File: src/rtl/serial_mag_comp.sv
// serial_mag_comp: MSB-first digit-serial magnitude comparator (g/e/l).
// Optional SERIAL_MAG_COMP_EARLY_EXIT_EN ends a run at the first differing digit.
module serial_mag_comp #(
  parameter int WIDTH = 6,
  parameter int DIGIT = 1
) (
  input  logic             clk,
  input  logic             rst_n,
  input  logic             start,
  input  logic             sgn,
  input  logic [WIDTH-1:0] a,
  input  logic [WIDTH-1:0] b,
  output logic             busy,
  output logic             done,
  output logic             g,
  output logic             e,
  output logic             l
);

  localparam int N  = WIDTH / DIGIT;
  localparam int CW = (N > 1) ? $clog2(N) : 1;
  localparam logic [CW-1:0] LAST = CW'(N - 1);

  if (WIDTH < 2 || (WIDTH % DIGIT) != 0) begin : g_bad_cfg
    $error("serial_mag_comp: WIDTH must be >= 2 and a multiple of DIGIT");
  end

  typedef enum logic {IDLE, RUN} state_t;

  state_t           state, state_n;
  logic [WIDTH-1:0] ra, rb, ra_n, rb_n, msk;
  logic [CW-1:0]    cnt, cnt_n;
  logic [DIGIT-1:0] sa, sb;
  logic             gi, ei, gi_n, ei_n;
  logic             g_n, e_n, l_n, done_n;
  logic             step_g, step_e, fin;

  // Signed mode flips the MSB so plain unsigned digit compares order correctly.
  assign msk    = {sgn, {(WIDTH-1){1'b0}}};
  assign sa     = ra[WIDTH-1 -: DIGIT];
  assign sb     = rb[WIDTH-1 -: DIGIT];
  assign step_g = gi | (ei & (sa > sb));
  assign step_e = ei & (sa == sb);
  assign busy   = (state == RUN);

`ifdef SERIAL_MAG_COMP_EARLY_EXIT_EN
  assign fin = (cnt == '0) || !step_e;
`else
  assign fin = (cnt == '0);
`endif

  // Next-state and datapath update: load on start, one digit per RUN cycle.
  always_comb begin
    state_n = state;
    ra_n    = ra;
    rb_n    = rb;
    cnt_n   = cnt;
    gi_n    = gi;
    ei_n    = ei;
    g_n     = g;
    e_n     = e;
    l_n     = l;
    done_n  = 1'b0;
    unique case (state)
      IDLE: begin
        if (start) begin
          ra_n    = a ^ msk;
          rb_n    = b ^ msk;
          gi_n    = 1'b0;
          ei_n    = 1'b1;
          cnt_n   = LAST;
          state_n = RUN;
        end
      end
      RUN: begin
        ra_n  = ra << DIGIT;
        rb_n  = rb << DIGIT;
        gi_n  = step_g;
        ei_n  = step_e;
        cnt_n = cnt - CW'(1);
        if (fin) begin
          g_n     = step_g;
          e_n     = step_e;
          l_n     = ~step_g & ~step_e;
          done_n  = 1'b1;
          state_n = IDLE;
        end
      end
      default: state_n = IDLE;
    endcase
  end

  // State and datapath registers; reset discards any run in flight.
  always_ff @(posedge clk or negedge rst_n) begin
    if (!rst_n) begin
      state <= IDLE;
      ra    <= '0;
      rb    <= '0;
      cnt   <= '0;
      gi    <= 1'b0;
      ei    <= 1'b0;
      g     <= 1'b0;
      e     <= 1'b0;
      l     <= 1'b0;
      done  <= 1'b0;
    end else begin
      state <= state_n;
      ra    <= ra_n;
      rb    <= rb_n;
      cnt   <= cnt_n;
      gi    <= gi_n;
      ei    <= ei_n;
      g     <= g_n;
      e     <= e_n;
      l     <= l_n;
      done  <= done_n;
    end
  end

endmodule

File: config.mk
export PLATFORM = sky130hd
export DESIGN_NAME = serial_mag_comp
export DESIGN_NICKNAME = d
export VERILOG_FILES = /design/src/rtl/serial_mag_comp.sv
export SDC_FILE = /design/constraint.sdc
export NUM_CORES = 1
export LEC_CHECK = 0
export ABC_AREA = 1
export CAP_MARGIN = 10
export CORE_UTILIZATION = 35
export CTS_BUF_LIST = sky130_fd_sc_hd__clkbuf_16
export DETAILED_ROUTE_END_ITERATION = 7
export PLACE_DENSITY = 0.68
export SYNTH_ARGS = -nofsm -noshare
export SYNTH_HDL_FRONTEND = slang
export SYNTH_SLANG_ARGS = --single-unit
File: constraint.sdc
create_clock -name clk -period 2.4 [get_ports clk]
set_clock_uncertainty 0.15 [all_clocks]
set_input_delay 0.6 -clock clk [delete_from_list [all_inputs] [get_ports clk]]
set_output_delay 0.6 -clock clk [all_outputs]
set_load 0.03 [all_outputs]
# Yosys cells after proc, flatten, opt, wreduce, memory -nomap -nowiden
# Index checks and enable logic that the tools add are counted.
classes:
  muxes: 15
  n_eq_ne: 2
  n_reduce_logical: 2
  n_lt_le_gt_ge: 1
  bitwise_logic: 9
  add_sub_neg: 1
op_table:
  columns: ["cell", "n"]
  rows:
  - ["6-bit case mux with 2 select lines", 2]
  - ["6-bit two-way mux", 2]
  - ["6-bit bitwise XOR", 2]
  - ["1-bit two-way mux", 6]
  - ["1-bit case mux with 2 select lines", 3]
  - ["3-bit case mux with 2 select lines", 1]
  - ["1-bit AND", 3]
  - ["3-bit logical NOT", 1]
  - ["3-bit two-way mux", 1]
  - ["1-bit inverter", 3]
  - ["3-bit by 1-bit subtractor with 3-bit output (second input constant)", 1]
  - ["2-bit != test (second input constant)", 1]
  - ["2-bit AND reduction", 1]
  - ["1-bit == test", 1]
  - ["1-bit > comparator", 1]
  - ["1-bit bitwise OR", 1]
word_totals:
  wordCells: 40
  regBits: 22
  output_inout_bits: 5
  in_bits: 16

# Depth between registers and ports, before layout
# Gate-level depths: netlist (run 1).
logic_depth:
  depth_word: 5
  mapped_depth: 6
  depth_no_buf: 6

# Least setup slack after synthesis (run 1)
# No wires, ideal clock.
synth_timing:
  kind: "flip-flop to flip-flop"
  start: "register state (netlist: busy)"
  end: "register rb[1]"
  period_less_slack_ns: 1.277
  slack_ns: 1.123
  t_arrival_ns: 1.058
  required_time_ns: 2.182
  setup_time_ns: 0.068
  path_stages_with_launch: 6
  n_path_buf: 2
  cell_sequence: "dfrtp_1 -> buf_6 -> nor2_4 -> buf_6 -> nand2_1 -> nand3_1"
synth_via:
  elab_chain_len: 2
  elab_cells_between_ends: 3
  cone_classes: "1 x eq/ne; 1 x mux; 1 x bitwise"
synth_rtl:
  columns: ["item", "line", "rtl"]
  rows:
  - ["start: declaration", "30", "state_t state, state_n;"]
  - ["start signal: assignment", "107", "state <= state_n;"]
  - ["1-bit inverter", null, null]
  - ["6-bit case mux with 2 select lines or 2-bit != test (tied branches)", null, null]
  - ["end signal: assignment", "109", "rb <= rb_n;"]
  - ["end: declaration", "31", "logic [WIDTH-1:0] ra, rb, ra_n, rb_n, msk;"]
# Several ways; a longest one is shown, not always the timed one.
# A chain may end at the register's enable or synchronous reset.

# Worst setup path after layout (run 1)
layout_timing:
  start: "register state (netlist: busy)"
  end: "output port busy"
layout_rtl:
  columns: ["item", "line", "rtl"]
  rows:
  - ["end: declaration", "13", "output logic busy,"]
# No word-level cell between the ends.

==> results of run 1 <==
==> cells by family after synthesis <==
logic type      share of synthesized area
fa+ha+maj                          0.0377
compound gates                     0.0402
flops                               0.553
simple gates                        0.296
buf+inv                            0.0729
==> metal layers <==
layer | GRT usage | up-vias | share of wire
met5 | 0 | - | 0
li1 | - | 402 | -
met3 | 0.0351 | 3 | 0.052
met2 | 0.215 | 20 | 0.46
met1 | 0.155 | 380 | 0.47
met4 | 0.0536 | 0 | 0.018
==> cell usage in the layout, fill, tap and decap left out, types with 3 or more instances in the layout <==
cell / instances
inv_1: 8
nand3_1: 15
clkbuf_16: 3
o21ai_0: 4
nand2_1: 49
ha_1: 3
clkdlybuf4s50_1: 20
dfrtp_1: 22
==> sequential cells by signal, indices dropped and copies added, names as in the netlist <==
signal / cells
ra: 6
g: 1
l: 1
rb: 6
ei: 1
gi: 1
busy: 1
e: 1
done: 1
cnt: 3
==> metrics by stage <==
stage          area, um2  utilization  hold slack, ns  worst slack [ns]  power (mW)
2_1_floorplan        996            -           0.154              1.12        1.03
3_3_place_gp        1210        0.467           0.315             0.516        1.18
3_5_place_dp        1210        0.467           0.315             0.501        1.20
4_1_cts             1280        0.496           0.331             0.370        1.55
5_1_grt             1280        0.496           0.354             0.339        1.64
6_report            1280        0.496           0.327             0.387        1.53
==> area by class of cell <==
cell class	count	area (um2)	share of cell area
flip-flops and latches	22	551	0.428
clock buffers	3	75.1	0.0584
multi-input cells	80	373	0.290
inverters	9	33.8	0.0263
repair buffers	22	215	0.167
well taps	30	37.5	0.0292
==> report_power, final <==
group          total [mW]  switching, mW  internal, mW
clock               0.341          0.121         0.220
combinational       0.572          0.343         0.229
sequential          0.612         0.0844         0.527
==> final timing paths <==
kind	startpoint	slack, ns	endpoint
hold / removal	l	0.33	l
hold reg to reg	l	0.33	l
max in group asynchronous	rst_n	1.33	gi
setup / recovery	busy	0.39	busy
min in group asynchronous	rst_n	0.55	g
setup reg to reg	busy	1.08	ra[4]
==> out/metrics.yaml, run 1 <==
tightest_slew_ns: 0.346
drive_above_1_share: 0.0662
slowest_delay_ns: 0.67
grt_overflow_total: 0
postRouteAntennaNets: 0
slew_violations: 0
reg2reg_depth: 4
synth_top_cell_area_share: 0.553
syn2layout_area_growth_pct: 29.0
worst-setup-path-type: "flip-flop to output pin"
grt_pass1_vias: 754
crit_arrival_ns: 1.26
cts-resized-gates: 0
final-setup-viol-count: 0
ys_top_cells_by_area: "dfrtp_1 (55%), nand2_1 (18%), nand3_1 (7.5%)"
endpoint_kind: "output pin"
vdd_drop_max_v: 0.000941
syn_inst: 115
synth.most_common_cell: "nand2_1"
cts_root_buffer: "clkbuf_16"
dieArea_um2: 3060
drc_errors: 0
yosysTopAreaCell: "dfrtp_1"
hold_viol: 0
fillers: 243
min_period_over_period: 0.839
ys_types: 14
worstPathRequired_ns: 1.65
grt_pass1_wl_mm: 3.12
cts_sinks: 22
finalCriticalPeriod_ns: 2.01
ys.flop_type: "dfrtp_1"
ys_async_sr_fraction: 1.00
yosysWarnings: 0
rsz0062_at_grt: "no"
cp_slowest_cell: "clkdlybuf4s50_1"
cts_tree: "built"
antenna_found_initial: 0
cts_buffer_depth: 2
dp_hpwl_mm: 1.28
min_path_cells: 2
ios: 21
syn_avg_cell_area_um2: 8.66
wl_mm: 1.74
max-slew-margin-rel: 0.768
grt_max_degree: 23
crit_chain: "clkdlybuf4s50_1"
hp-class: "flip-flop to flip-flop"
final_cell_count_no_fill: 166
syn-cell-area_um2: 996
cp_max_fo: 2
fin_setup_tns_ns: 0
grt_use_total: 0.128
num_vias: 805
syn_nets: 134
drt-initial-drc-count: 16
gp_congestion: 0.732
p_leak_nw: 0.630
num_rows: 18
post_cts_buffers: 0
core_um2: 2590
ys_top_cells_by_count: "nand2_1 (49), dfrtp_1 (22), nand3_1 (15), inv_1 (8), o21ai_0 (4)"
port_buffers: 20
path_depth: 1
synth_enable_flop_cells: 0
n_antenna_cell: 0
power_density_nw_per_um2: 1190
ctsHtreeMaxLevel: 1
maxCapViolCount: 0
fp.dieW_um: 55.3
cts_buffers: 3
dpl.cell_count: 163
drt-pass1-iter-count: 4
die_h_um: 55.3
clock.fmax_mhz: 497
avgRoutedWirePerCell_um: 10.5
hold_buffers: 0
crit_path_start_kind: "flip-flop"
ys_seq_area_frac: 0.553
crit_family: "buffers and inverters"
vias_per_cell: 4.85
fin_nets: 157
path_clk_slew_ns: 0.05
status: "completed"
ys_seq_elements: 22
initial_core_util: 0.385
insertion_delay_ns: 0.25
critPathBufInv: 1
No activity file was read; power rests on OpenSTA's default activity.
==> run 2, diff against run 1 <==
--- a/config.mk
+++ b/config.mk
@@ -10,7 +10,7 @@
 export CORE_UTILIZATION = 35
 export CTS_BUF_LIST = sky130_fd_sc_hd__clkbuf_16
 export DETAILED_ROUTE_END_ITERATION = 7
-export PLACE_DENSITY = 0.68
+export PLACE_DENSITY = 0.71
 export SYNTH_ARGS = -nofsm -noshare
 export SYNTH_HDL_FRONTEND = slang
 export SYNTH_SLANG_ARGS = --single-unit
==> constraint.sdc (replaced) <==
create_clock -name clk -period 1.7 [get_ports clk]
set_clock_uncertainty 0.15 [all_clocks]
set_input_delay 0.425 -clock clk [delete_from_list [all_inputs] [get_ports clk]]
set_output_delay 0.425 -clock clk [all_outputs]
set_load 0.03 [all_outputs]
==> run 2 against run 1 <==
Against the previous run:
- hold slack improved by 0.0036 ns
- critical endpoint is now l
- first-iteration DRC count decreased by 19%
- cell area increased by 1.4%
- critical path type unchanged
- flip-flop and latch count unchanged
- sequential power increased by 48%
- global-route usage decreased by 0.39 points
==> out/metrics.yaml, run 2 (synthesis gave the netlist of run 1 again) <==
status: "completed"
ios: 21  # unchanged
path_clk_slew_ns: 0.06  # about the same
max-slew-margin-rel: 0.798  # +0.0293
grt_max_degree: 23  # unchanged
n_antenna_cell: 0  # unchanged
grt_use_total: 0.125  # -0.00386
dieArea_um2: 3060  # unchanged
die_h_um: 55.3  # unchanged
cts_sinks: 22  # unchanged
avgRoutedWirePerCell_um: 10.9  # +3.3%
drt-pass1-iter-count: 4  # unchanged
crit_chain: "dlygate4sd2_1"
reg_top3: "ra: 6 flops, rb: 6 flops, cnt: 3 flops"
num_rows: 18  # unchanged
initial_core_util: 0.385  # unchanged
maxCapViolCount: 0  # unchanged
drt-initial-drc-count: 13  # -3
post_cts_buffers: 0  # unchanged
syn2layout_area_growth_pct: 30.8
cts_root_buffer: "clkbuf_16"
vdd_drop_max_v: 0.000826  # -12%
cp_max_fo: 2  # unchanged
multi_input_area_um2: 373  # unchanged
insertion_delay_ns: 0.25  # about the same
hold_buffers: 0  # unchanged
final_cell_mix: "nand2_1 (49), dfrtp_1 (21), nand3_1 (15), clkdlybuf4s50_1 (15), inv_1 (8)"
finalCriticalPeriod_ns: 1.58
cts_buffer_depth: 2  # unchanged
cts_buffers: 3  # unchanged
fin_hold_ws_ns: 0.331  # +0.00357 ns
clock.fmax_mhz: 634
slew_violations: 0  # unchanged
tightest_slew_ns: 0.305  # -0.0419 ns
layout_commonest_cell: "nand2_1"
wl_mm: 1.82  # +4.6%
num_vias: 824  # +2.4%
endpoint_kind: "output pin"
register_area_um2: 552  # +0.23%
drive_above_1_share: 0.0870  # +0.0208
setup_ws_ns: 0.123  # -0.264 ns
p_leak_nw: 0.653  # +3.7%
postRouteAntennaNets: 0  # unchanged
gp_congestion: 0.723  # -1.3%
pre_cts_slack_ns: -0.0352  # -0.537 ns
fp.dieW_um: 55.3  # unchanged
ctsHtreeMaxLevel: 1  # unchanged
drc_errors: 0  # unchanged
slowest_delay_ns: 0.40  # -0.27 ns
grt_pass1_wl_mm: 2.98  # -4.4%
hold_viol: 0  # unchanged
crit_arrival_ns: 1.00  # -0.26 ns
critPathBufInv: 1  # unchanged
hp-class: "flip-flop to flip-flop"
power_density_nw_per_um2: 1670  # +40%
worstPathRequired_ns: 1.12  # -0.53 ns
cts_tree: "built"
grt_pass1_vias: 707  # -6.2%
fin_nets: 158  # +0.64%
min_period_over_period: 0.928
worst-setup-path-type: "flip-flop to output pin"
fin_setup_tns_ns: 0  # unchanged
core_um2: 2590  # unchanged
antenna_found_initial: 0  # unchanged
fillers: 247  # +1.6%
cp_slowest_cell: "dlygate4sd2_1"
grt_overflow_total: 0  # unchanged
vias_per_cell: 4.90  # +1.1%
final-setup-viol-count: 0  # unchanged
dp_hpwl_mm: 1.34  # +4.2%
crit_path_start_kind: "flip-flop"
port_buffers: 20  # unchanged
stdcell_area_um2: 1300  # +1.4%
rsz0062_at_grt: "no"
place_area_um2: 1230  # +1.4%
crit_family: "buffers and inverters"
## run 2: changes by cell type in the layout (fill, tap and decap cells not counted)
cell and change:
clkdlybuf4s50_1 -5, dfrtp_1 -1, dfrtp_2 +1, clkinv_1 +1, buf_4 +1, buf_12 +1
dlygate4sd2_1 +4
## run 2: worst paths after layout
| check | cells past startpoint | endpoint | from | slack [ns] |
|---|---|---|---|---|
| setup / recovery | 1 | l | l | 0.12 |
| hold / removal | 2 | e | e | 0.33 |
| setup reg to reg | 4 | g | cnt[0] | 0.44 |
| hold reg to reg | 2 | e | e | 0.33 |
| max in group asynchronous | 2 | busy | rst_n | 0.80 |
| min in group asynchronous | 2 | g | rst_n | 0.36 |
## run 2: layer usage
| metal | part of all wire | vias up | wire length, um | global-route usage |
|---|---|---|---|---|
| li1 | - | 405 | - | - |
| met1 | 0.45 | 391 | 817 | 0.149 |
| met2 | 0.48 | 23 | 874 | 0.207 |
| met3 | 0.056 | 5 | 102 | 0.0375 |
| met4 | 0.016 | 0 | 29 | 0.0536 |
| met5 | 0 | - | 0 | 0 |
## run 2: what timing repair did
| item | 4_1_cts | 5_1_grt |
|---|---|---|
| resized for setup | 4 | 1 |
| endpoints found under the setup margin | 4 | 1 |
| cloned | 0 | 0 |
## run 2: layout make-up
| type | count | share of cell area |
|---|---|---|
| sequential | 22 | 0.424 |
| multi-input combinational | 80 | 0.286 |
| timing repair buffer | 23 | 0.175 |
| clock buffer | 3 | 0.0576 |
| tap | 30 | 0.0288 |
| inverter | 9 | 0.0259 |
| clock inverter | 1 | 0.00288 |
## run 2: power by group
group	switching, mW	leakage, nW	total (mW)	internal, mW
Combinational	0.460	0.332	0.774	0.314
Sequential	0.158	0.283	0.905	0.746
Clock	0.177	0.0385	0.490	0.313
## run 2: per-stage QoR
step,std cells,power [mW],util
floorplan,115,1.46,-
global placement,164,1.68,0.474
detailed placement,164,1.71,0.474
CTS,168,2.19,0.502
global route,168,2.32,0.503
finish,168,2.17,0.503
